--- src/rtl/exception_sequencer.sv ---
// rtl/exception_sequencer.sv - exception/ERET control sequencer between detector and CP0/fetch
//
// Captures one exception request, holds flush for FLUSH_CYCLES, then commits
// EPC, Cause, Status and (for address errors) BadVAddr through CP0's single
// write port, one register per cycle, before redirecting fetch to HANDLER_VEC.
// ERET clears Status.EXL and redirects fetch to the current EPC.
//
// Ports:
//   clk, rst          clock; asynchronous active-high reset
//   except_req        exception pending from the detector
//   exc_cause         Cause value to commit (ExcCode = exc_cause[6:2])
//   exc_status        Status value to commit (EXL not yet set)
//   exc_badpc         EPC value to commit
//   exc_badaddr       BadVAddr value to commit
//   eret              ERET retiring this cycle
//   epc_q, status_q   current CP0 EPC / Status contents
//   busy              sequencer active; front end must stall
//   flush             kill all in-flight instructions
//   cp0_we/waddr/wdata CP0 single write port
//   pc_redirect       one-cycle fetch redirect strobe
//   redirect_pc       redirect target
//   exl               internal copy of Status.EXL

module exception_sequencer #(
    parameter logic [31:0] HANDLER_VEC  = 32'h00400004,
    parameter int          FLUSH_CYCLES = 2,
    parameter int          EXL_BIT      = 1
) (
    input  logic        clk,
    input  logic        rst,
    input  logic        except_req,
    input  logic [31:0] exc_cause,
    input  logic [31:0] exc_status,
    input  logic [31:0] exc_badpc,
    input  logic [31:0] exc_badaddr,
    input  logic        eret,
    input  logic [31:0] epc_q,
    input  logic [31:0] status_q,
    output logic        busy,
    output logic        flush,
    output logic        cp0_we,
    output logic [4:0]  cp0_waddr,
    output logic [31:0] cp0_wdata,
    output logic        pc_redirect,
    output logic [31:0] redirect_pc,
    output logic        exl
);

    typedef enum logic [3:0] {
        IDLE,
        FLUSH,
        W_EPC,
        W_CAUSE,
        W_STATUS,
        W_BADV,
        REDIR,
        E_STATUS,
        E_REDIR
    } state_t;

    localparam logic [4:0]  REG_BADV   = 5'd8;
    localparam logic [4:0]  REG_STATUS = 5'd12;
    localparam logic [4:0]  REG_CAUSE  = 5'd13;
    localparam logic [4:0]  REG_EPC    = 5'd14;
    localparam logic [31:0] EXL_MASK   = 32'h1 << EXL_BIT;
    localparam logic [7:0]  CNT_INIT   = 8'(FLUSH_CYCLES - 1);

    state_t      state;
    logic [7:0]  cnt;
    logic        skip_epc;
    logic [31:0] cap_cause;
    logic [31:0] cap_status;
    logic [31:0] cap_badpc;
    logic [31:0] cap_badaddr;
    logic [31:0] cap_epc;

    logic [4:0]  req_code;
    logic [4:0]  cap_code;
    logic        req_masked;

    assign req_code   = exc_cause[6:2];
    assign cap_code   = cap_cause[6:2];
    // An interrupt (ExcCode 0) arriving while EXL is set is dropped outright.
    assign req_masked = exl && (req_code == 5'd0);

    // Outputs are registered from the state being left, so each state's
    // outputs appear for the cycle after the edge that leaves it.
    always_ff @(posedge clk or posedge rst) begin
        if (rst) begin
            state       <= IDLE;
            cnt         <= '0;
            skip_epc    <= 1'b0;
            cap_cause   <= '0;
            cap_status  <= '0;
            cap_badpc   <= '0;
            cap_badaddr <= '0;
            cap_epc     <= '0;
            exl         <= 1'b0;
            busy        <= 1'b0;
            flush       <= 1'b0;
            cp0_we      <= 1'b0;
            cp0_waddr   <= '0;
            cp0_wdata   <= '0;
            pc_redirect <= 1'b0;
            redirect_pc <= '0;
        end else begin
            busy        <= (state != IDLE);
            flush       <= 1'b0;
            cp0_we      <= 1'b0;
            cp0_waddr   <= '0;
            cp0_wdata   <= '0;
            pc_redirect <= 1'b0;
            redirect_pc <= '0;

            case (state)
                IDLE: begin
                    // Exception takes priority; a colliding eret is dropped.
                    // A masked interrupt is ignored, so an eret with it still runs.
                    if (except_req && !req_masked) begin
                        cap_cause   <= exc_cause;
                        cap_status  <= exc_status;
                        cap_badpc   <= exc_badpc;
                        cap_badaddr <= exc_badaddr;
                        // Nested exception keeps the original EPC.
                        skip_epc    <= exl;
                        cnt         <= CNT_INIT;
                        state       <= FLUSH;
                    end else if (eret) begin
                        state <= E_STATUS;
                    end
                end

                FLUSH: begin
                    flush <= 1'b1;
                    if (cnt == 8'd0) begin
                        state <= skip_epc ? W_CAUSE : W_EPC;
                    end else begin
                        cnt <= cnt - 8'd1;
                    end
                end

                W_EPC: begin
                    cp0_we    <= 1'b1;
                    cp0_waddr <= REG_EPC;
                    cp0_wdata <= cap_badpc;
                    state     <= W_CAUSE;
                end

                W_CAUSE: begin
                    cp0_we    <= 1'b1;
                    cp0_waddr <= REG_CAUSE;
                    cp0_wdata <= cap_cause;
                    state     <= W_STATUS;
                end

                W_STATUS: begin
                    cp0_we    <= 1'b1;
                    cp0_waddr <= REG_STATUS;
                    cp0_wdata <= cap_status | EXL_MASK;
                    exl       <= 1'b1;
                    // Address error load/store (ExcCode 4/5) also commits BadVAddr.
                    if (cap_code == 5'd4 || cap_code == 5'd5) begin
                        state <= W_BADV;
                    end else begin
                        state <= REDIR;
                    end
                end

                W_BADV: begin
                    cp0_we    <= 1'b1;
                    cp0_waddr <= REG_BADV;
                    cp0_wdata <= cap_badaddr;
                    state     <= REDIR;
                end

                REDIR: begin
                    flush       <= 1'b1;
                    pc_redirect <= 1'b1;
                    redirect_pc <= HANDLER_VEC;
                    state       <= IDLE;
                end

                E_STATUS: begin
                    flush     <= 1'b1;
                    cp0_we    <= 1'b1;
                    cp0_waddr <= REG_STATUS;
                    cp0_wdata <= status_q & ~EXL_MASK;
                    exl       <= 1'b0;
                    cap_epc   <= epc_q;
                    state     <= E_REDIR;
                end

                E_REDIR: begin
                    pc_redirect <= 1'b1;
                    redirect_pc <= cap_epc;
                    state       <= IDLE;
                end

                default: begin
                    state <= IDLE;
                end
            endcase
        end
    end

endmodule

--- config.mk ---
export PLATFORM = sky130hd
export DESIGN_NAME = exception_sequencer
export DESIGN_NICKNAME = d
export VERILOG_FILES = /design/src/rtl/exception_sequencer.sv
export SDC_FILE = /design/constraint.sdc
export NUM_CORES = 1
export LEC_CHECK = 0
export CAP_MARGIN = 20
export CORE_MARGIN = 5
export CORE_UTILIZATION = 52
export CTS_BUF_LIST = sky130_fd_sc_hd__clkbuf_4 sky130_fd_sc_hd__clkbuf_8 sky130_fd_sc_hd__clkbuf_16
export CTS_CLUSTER_SIZE = 28
export DETAILED_ROUTE_END_ITERATION = 7
export PLACE_DENSITY = 0.85
export SKIP_CTS_REPAIR_TIMING = 1
export SLEW_MARGIN = 0
export SYNTH_ARGS = -nofsm -noshare
export SYNTH_HDL_FRONTEND = slang
export SYNTH_SLANG_ARGS = --single-unit
--- constraint.sdc ---
create_clock -name clk -period 30.2 [get_ports clk]
set_input_delay 9.06 -clock clk [delete_from_list [all_inputs] [get_ports clk]]
set_output_delay 9.06 -clock clk [all_outputs]
set_load 0.005 [all_outputs]
==> impl_summary.log, run 1 <==
INFO  metric ant_nets = 0
INFO  metric htree_num_levels = 1
INFO  metric startpoint_type = input pin
INFO  metric cts_sinks = 245
INFO  metric asyncSetResetFlopFracSynth = 100%
INFO  metric preCtsSetupSlack = 17450 ps
INFO  metric syn-num-nets = 861
INFO  metric overflow = 0
INFO  metric cts_max_path_buffers = 3
INFO  metric synthDistinctLibCells = 46
INFO  metric gr-usage-all-layers = 22.4%
INFO  metric path_max_fanout = 65
INFO  metric power_per_cell_area = 94.1 nW/um2
INFO  metric share_seq_of_total_power = 42.8%
INFO  metric timing_max_transition_violations_final = 0
INFO  metric share_of_layout_cells_above_drive_strength_1 = 23.1%
INFO  metric power_report.internal_total = 0.922 mW
INFO  metric grt_use_met2 = 37.8%
INFO  metric timing.slew.headroom = 26.2%
INFO  metric grt_setup_unrepaired = false
INFO  metric grt_use_met3 = 4.97%
INFO  metric fmax = 81.6 MHz
INFO  metric period_share = 40.6%
INFO  metric dr.pass1.iters = 6
INFO  metric synth-edff-count = 0
INFO  metric grt-busiest-layer = met2
INFO  metric max-vdd-ir-drop = 0.0516 mV
INFO  metric cp_data_arrival_time = 12650 ps
INFO  metric cts_tree = yes
INFO  metric required = 30600 ps
INFO  metric switching_share = 28.5%
INFO  metric power_frac_clock = 24.4%
INFO  metric finalNetCount = 1123
INFO  metric setup_total_negative_slack = 0 ps
INFO  metric synthToLayoutAreaGrowth = 37.3%
INFO  metric ys_warnings = 0
INFO  metric top_level_ports = 270
INFO  metric synthesis.area = 9990 um2
INFO  metric min_path_type = register to register
INFO  metric route.detailed.drc = 0
INFO  metric avg_cell_area_syn = 15.1 um2
INFO  metric vias_per_cell = 5.42
INFO  metric netlist_instances = 663
INFO  metric dp.final_hpwl = 16800 um
INFO  metric min_period = 12250 ps
INFO  metric postSynthRegisterBits = 245
INFO  metric clockRootBuffer = clkbuf_16
INFO  metric drt_iter0_markers = 436
INFO  metric clk_latency = 520 ps
INFO  metric setup_cp_type = input pin to register
INFO  metric detail_route.wl_per_cell = 20.6 um
INFO  metric first_pass_grt_wire_length = 39300 um
INFO  metric setup_violations = 0
INFO  metric outcome = finished, final reports clean
INFO  metric port-buffer-count = 266
INFO  metric via_count = 6521
INFO  metric floorplan.die_area = 22100 um2
INFO  metric post-route-worst-setup-slack = 17950 ps
INFO  metric core.rowCount = 50
INFO  metric number_of_antenna_violations_at_the_first_check_in_global_routing = 2
INFO  metric die-height = 149 um
INFO  metric numCtsBuffers = 26
INFO  metric comb_power_share = 32.8%
INFO  metric chipWidth = 149 um
INFO  metric worstSetupEndpointType = register
INFO  metric gr_util_met1 = 28.6%
INFO  metric clk_pin_slew_worst_paths = 60 ps
INFO  metric max_slew.worst_pin.slew = 1110 ps
INFO  metric timing.max_cap.violations = 0
INFO  metric fp.coreArea = 18800 um2
INFO  metric finClkSkew = 14.7 ps
INFO  metric power.switching = 0.368 mW
INFO  metric first_global_vias = 7221
INFO  metric synth_sequential_area_ratio = 61.4%
INFO  metric synth_ff_type = dfrtp_1
INFO  metric grt_start_max_net_pins = 104
INFO  metric finalWeightedCongestion = 0.802
INFO  metric report.final.hold_viol_count = 0
INFO  metric total_leakage_power = 6.28 nW
INFO  metric routed_wirelength = 24800 um
INFO  metric initial_core_util = 53.0%
==> Yosys cell counts, types with 3 or more instances <==
cell | number | area, um2
a21oi_1 | 8 | 40.0
a222oi_1 | 31 | 310
a22oi_1 | 32 | 240
and2_1 | 31 | 194
buf_6 | 13 | 146
clkbuf_1 | 27 | 101
dfrtp_1 | 245 | 6130
inv_1 | 6 | 22.5
mux2_1 | 10 | 113
mux2_2 | 51 | 574
mux2_4 | 100 | 1500
nand2_1 | 38 | 143
nand2b_1 | 4 | 25.0
nor2_1 | 13 | 48.8
nor2b_1 | 5 | 31.3
nor3_1 | 4 | 20.0
nor4_1 | 3 | 18.8
o21ai_0 | 5 | 25.0
xor2_1 | 4 | 35.0
==> placed cells by master (no fill, tap or decap), types with 2 or more instances in the layout <==
| cell type | Yosys | final |
|---|---|---|
| clkdlybuf4s50_1 | 0 | 266 |
| dfrtp_1 | 245 | 245 |
| mux2_4 | 100 | 100 |
| mux2_2 | 51 | 51 |
| nand2_1 | 38 | 38 |
| a22oi_1 | 32 | 32 |
| and2_1 | 31 | 31 |
| a222oi_1 | 31 | 31 |
| clkbuf_16 | 0 | 27 |
| nor2_1 | 13 | 11 |
| mux2_1 | 10 | 10 |
| buf_4 | 1 | 10 |
| a21oi_1 | 8 | 8 |
| clkbuf_8 | 0 | 6 |
| nor2b_1 | 5 | 5 |
| inv_1 | 6 | 5 |
| o21ai_0 | 5 | 5 |
| clkbuf_4 | 0 | 5 |
| nand2b_1 | 4 | 4 |
| xor2_1 | 4 | 4 |
| clkinvlp_4 | 0 | 3 |
| diode_2 | 0 | 2 |
| nor4_1 | 3 | 2 |
| or4_1 | 2 | 2 |
| nor4b_2 | 1 | 2 |
| mux2i_1 | 2 | 2 |
| o211ai_1 | 2 | 2 |
| nor3_1 | 4 | 2 |
| nor3b_1 | 2 | 2 |
| nand3_1 | 2 | 2 |
| nor2_4 | 0 | 2 |
| nor3_2 | 0 | 2 |
| ha_1 | 2 | 2 |
| clkinv_2 | 0 | 2 |
==> flip-flops by register name (all words and copies together), names as in the netlist, 4 cells and up <==
name / count
state: 4
cp0_wdata: 32
cap_badaddr: 32
cap_badpc: 32
cap_epc: 32
cnt: 8
redirect_pc: 32
cp0_waddr: 4
cap_cause: 32
cap_status: 31
==> per-stage QoR <==
step / utilization (%) / instance area, um2 / instances / power, mW / hold slack, ps
global route: 72.8 / 13700 / 1202 / 1.36 / 492
CTS: 72.8 / 13700 / 1201 / 1.30 / 476
detailed placement: 68.2 / 12800 / 1157 / 0.979 / 463
floorplan: - / 9990 / 663 / 0.836 / 449
finish: 72.8 / 13700 / 1203 / 1.29 / 469
global placement: 68.2 / 12800 / 1157 / 0.957 / 454
==> kinds of logic (layout without fill, tap and decap cells) <==
logic type | count (synthesis) | after routing | synth area share (%)
compound gates | 86 | 86 | 6.94
xor+xnor | 4 | 4 | 0.351
fa+ha+maj | 2 | 2 | 0.251
buf+inv | 48 | 326 | 2.83
flops | 245 | 245 | 61.4
mux | 163 | 163 | 22.1
other cells | 1 | 3 | 0.0376
simple gates | 114 | 114 | 6.08
==> final cells by class <==
cell class                      instances  area (um2)
Inverter                                6        30.0
Tap cell                              260         325
Fill cell                            1182        5120
Clock inverter                          6        62.6
Timing Repair Buffer                  276        2740
Sequential cell                       245        6130
Multi-Input combinational cell        370        3620
Clock buffer                           38         796
Antenna cell                            2        5.00
==> power groups by stage <==
stage | Combinational (mW) | Clock [mW] | Sequential (mW)
final | 0.423 | 0.315 | 0.552
after global routing | 0.459 | 0.333 | 0.569
after CTS | 0.427 | 0.321 | 0.551
after detailed placement | 0.426 | 0 | 0.554
after global placement | 0.410 | 0 | 0.547
after floorplan | 0.308 | 0 | 0.528
==> final timing paths <==
| kind | to | cells after the start | slack [ps] | startpoint |
|---|---|---|---|---|
| worst max-delay path | cap_badpc[12] | 6 | 17950 | exc_cause[2] |
| worst min-delay path | redirect_pc[11] | 1 | 470 | cap_epc[11] |
| worst max register to register | cap_badpc[12] | 5 | 26580 | state[0] |
| worst min register to register | redirect_pc[11] | 1 | 470 | cap_epc[11] |
| max in group asynchronous | cp0_wdata[8] | 3 | 19640 | rst |
| min in group asynchronous | cap_epc[5] | 2 | 9100 | rst |
==> critical path, cell delays in order <==
cell and delay (ps):
clkdlybuf4s50_1 440, nor4_1 530, a211o_4 520, buf_4 650, buf_4 970, mux2_2 430
==> routing by layer <==
metal,vias up,wire length (um)
met5,-,20
met1,3290,9860
met4,2,920
met3,60,1710
met2,238,12300
li1,2931,-
No activity file was read; power rests on OpenSTA's default activity.
==> run 2, diff against run 1 <==
--- a/config.mk
+++ b/config.mk
@@ -7,11 +7,11 @@
 export LEC_CHECK = 0
 export CAP_MARGIN = 20
 export CORE_MARGIN = 5
-export CORE_UTILIZATION = 52
+export CORE_UTILIZATION = 48
 export CTS_BUF_LIST = sky130_fd_sc_hd__clkbuf_4 sky130_fd_sc_hd__clkbuf_8 sky130_fd_sc_hd__clkbuf_16
 export CTS_CLUSTER_SIZE = 28
 export DETAILED_ROUTE_END_ITERATION = 7
-export PLACE_DENSITY = 0.85
+export PLACE_DENSITY = 0.8
 export SKIP_CTS_REPAIR_TIMING = 1
 export SLEW_MARGIN = 0
 export SYNTH_ARGS = -nofsm -noshare
==> constraint.sdc (replaced) <==
create_clock -name clk -period 12.7 [get_ports clk]
set_input_delay 3.81 -clock clk [delete_from_list [all_inputs] [get_ports clk]]
set_output_delay 3.81 -clock clk [all_outputs]
set_load 0.005 [all_outputs]
==> impl_summary.log, run 2 (synthesis gave the netlist of run 1 again) <==
INFO  metric cts_max_path_buffers = 3
INFO  metric timing_max_transition_violations_final = 0
INFO  metric grt_setup_unrepaired = false
INFO  metric route.detailed.drc = 2
INFO  metric ant_nets = 0
INFO  metric path_max_fanout = 58
INFO  metric cts_tree = yes
INFO  metric path_delay_family = buffers and inverters
INFO  metric core.rowCount = 52
INFO  metric first_pass_grt_wire_length = 39200 um
INFO  metric worstSetupEndpointType = register
INFO  metric mostFrequentLayoutCell = clkdlybuf4s50_1
INFO  metric finalWeightedCongestion = 0.798
INFO  metric min_path_type = register to register
INFO  metric chipWidth = 154 um
INFO  metric cts_sinks = 245
INFO  metric htree_num_levels = 1
INFO  metric timing.slew.headroom = 30.0%
INFO  metric dr.pass1.iters = 8
INFO  metric vias_per_cell = 5.32
INFO  metric overflow = 0
INFO  metric fmax = 165 MHz
INFO  metric finalPower = 3.14 mW
INFO  metric report.final.hold_viol_count = 0
INFO  metric top_level_ports = 270
INFO  metric drt_iter0_markers = 421
INFO  metric gr-usage-all-layers = 20.5%
INFO  metric max-vdd-ir-drop = 0.119 mV
INFO  metric period_share = 47.8%
INFO  metric clk_pin_slew_worst_paths = 60 ps
INFO  metric setup_violations = 0
INFO  metric numCtsBuffers = 26
INFO  metric via_count = 6469
INFO  metric final_cell_area = 13800 um2
INFO  metric clockRootBuffer = clkbuf_16
INFO  metric timing.critical_path.cells = clkdlybuf4s50_1 -> nor4_1 -> a211o_4 -> buf_4 -> nand2_1 -> mux2_2
INFO  metric setup_cp_type = input pin to register
INFO  metric setup_total_negative_slack = 0 ps
INFO  metric fill_cells = 1485
INFO  metric finClkSkew = 14.5 ps
INFO  metric share_of_layout_cells_above_drive_strength_1 = 23.2%
INFO  metric floorplan.die_area = 23800 um2
INFO  metric final-instance-count-excl-fill = 1215
INFO  metric most-common-layout-cells = clkdlybuf4s50_1, dfrtp_1, mux2_4
INFO  metric initial_core_util = 49.0%
INFO  metric number_of_antenna_violations_at_the_first_check_in_global_routing = 3
INFO  metric startpoint_type = input pin
INFO  metric finalNetCount = 1124
INFO  metric postPlaceCellArea = 12900 um2
INFO  metric violations = DRC
INFO  metric power_per_cell_area = 227 nW/um2
INFO  metric clk_latency = 520 ps
INFO  metric timing.critical_path.buf_inv = 2
INFO  metric outcome = finished, violations left
INFO  metric routed_wirelength = 24900 um
INFO  metric timing.critical_path.slowest_stage_cell = buf_4
INFO  metric first_global_vias = 7019
INFO  metric max_slew.worst_pin.slew = 1050 ps
INFO  metric required = 13100 ps
INFO  metric fin_worst_hold_slack = 467 ps
INFO  metric min_period = 6070 ps
INFO  metric dp.final_hpwl = 16500 um
INFO  metric cp_data_arrival_time = 6470 ps
INFO  metric critical_path.max_stage_delay = 780 ps
INFO  metric timing.max_cap.violations = 0
INFO  metric detail_route.wl_per_cell = 20.5 um
INFO  metric dp.cells = 1167
INFO  metric port-buffer-count = 266
INFO  metric synthToLayoutAreaGrowth = 38.5%
INFO  metric grt_start_max_net_pins = 93
INFO  metric fp.coreArea = 20400 um2
INFO  metric die-height = 154 um
INFO  metric total_leakage_power = 6.33 nW
## run 2: per-layer routing
| layer | vias up | share of wire (%) | track usage (%) |
|---|---|---|---|
| met1 | 3260 | 40 | 25.9 |
| met5 | - | 0.032 | 0 |
| met3 | 54 | 7.6 | 5.62 |
| li1 | 2929 | - | - |
| met4 | 2 | 3.6 | 6.85 |
| met2 | 224 | 49 | 34.4 |
## run 2: metrics by stage
| stage | util, % | worst slack, ps |
|---|---|---|
| floorplan | - | 2160 |
| global placement | 63.1 | 6100 |
| detailed placement | 63.1 | 6060 |
| CTS | 67.8 | 6600 |
| global route | 67.9 | 6490 |
| finish | 67.9 | 6630 |
## run 2: worst paths after layout
check / cells after the start / slack [ps] / end / from
setup / recovery: 6 / 6630 / cnt[0] / exc_cause[2]
hold / removal: 1 / 470 / redirect_pc[4] / cap_epc[4]
setup reg to reg: 4 / 9820 / cap_badpc[27] / state[0]
hold reg to reg: 1 / 470 / redirect_pc[4] / cap_epc[4]
max in group asynchronous: 3 / 7520 / cap_cause[1] / rst
min in group asynchronous: 2 / 3800 / redirect_pc[31] / rst
## run 2: area by class of cell
type                            instances  area, um2  area share, %
Antenna cell                            2       5.00         0.0362
Clock buffer                           35        761           5.50
Clock inverter                         10        183           1.32
Inverter                                6       30.0          0.217
Multi-Input combinational cell        370       3620           26.2
Sequential cell                       245       6130           44.3
Tap cell                              270        338           2.44
Timing Repair Buffer                  277       2770           20.0
## run 2: worst reg2reg max path, stage by stage, from the launching register on
cell	delay (ps)
dfrtp_1	570
or4_1	720
a211o_4	480
buf_4	420
mux2_1	560
## run 2: where the power goes
part           switching [mW]  internal [mW]
Sequential              0.196           1.11
Clock                   0.301          0.519
Combinational           0.381          0.628
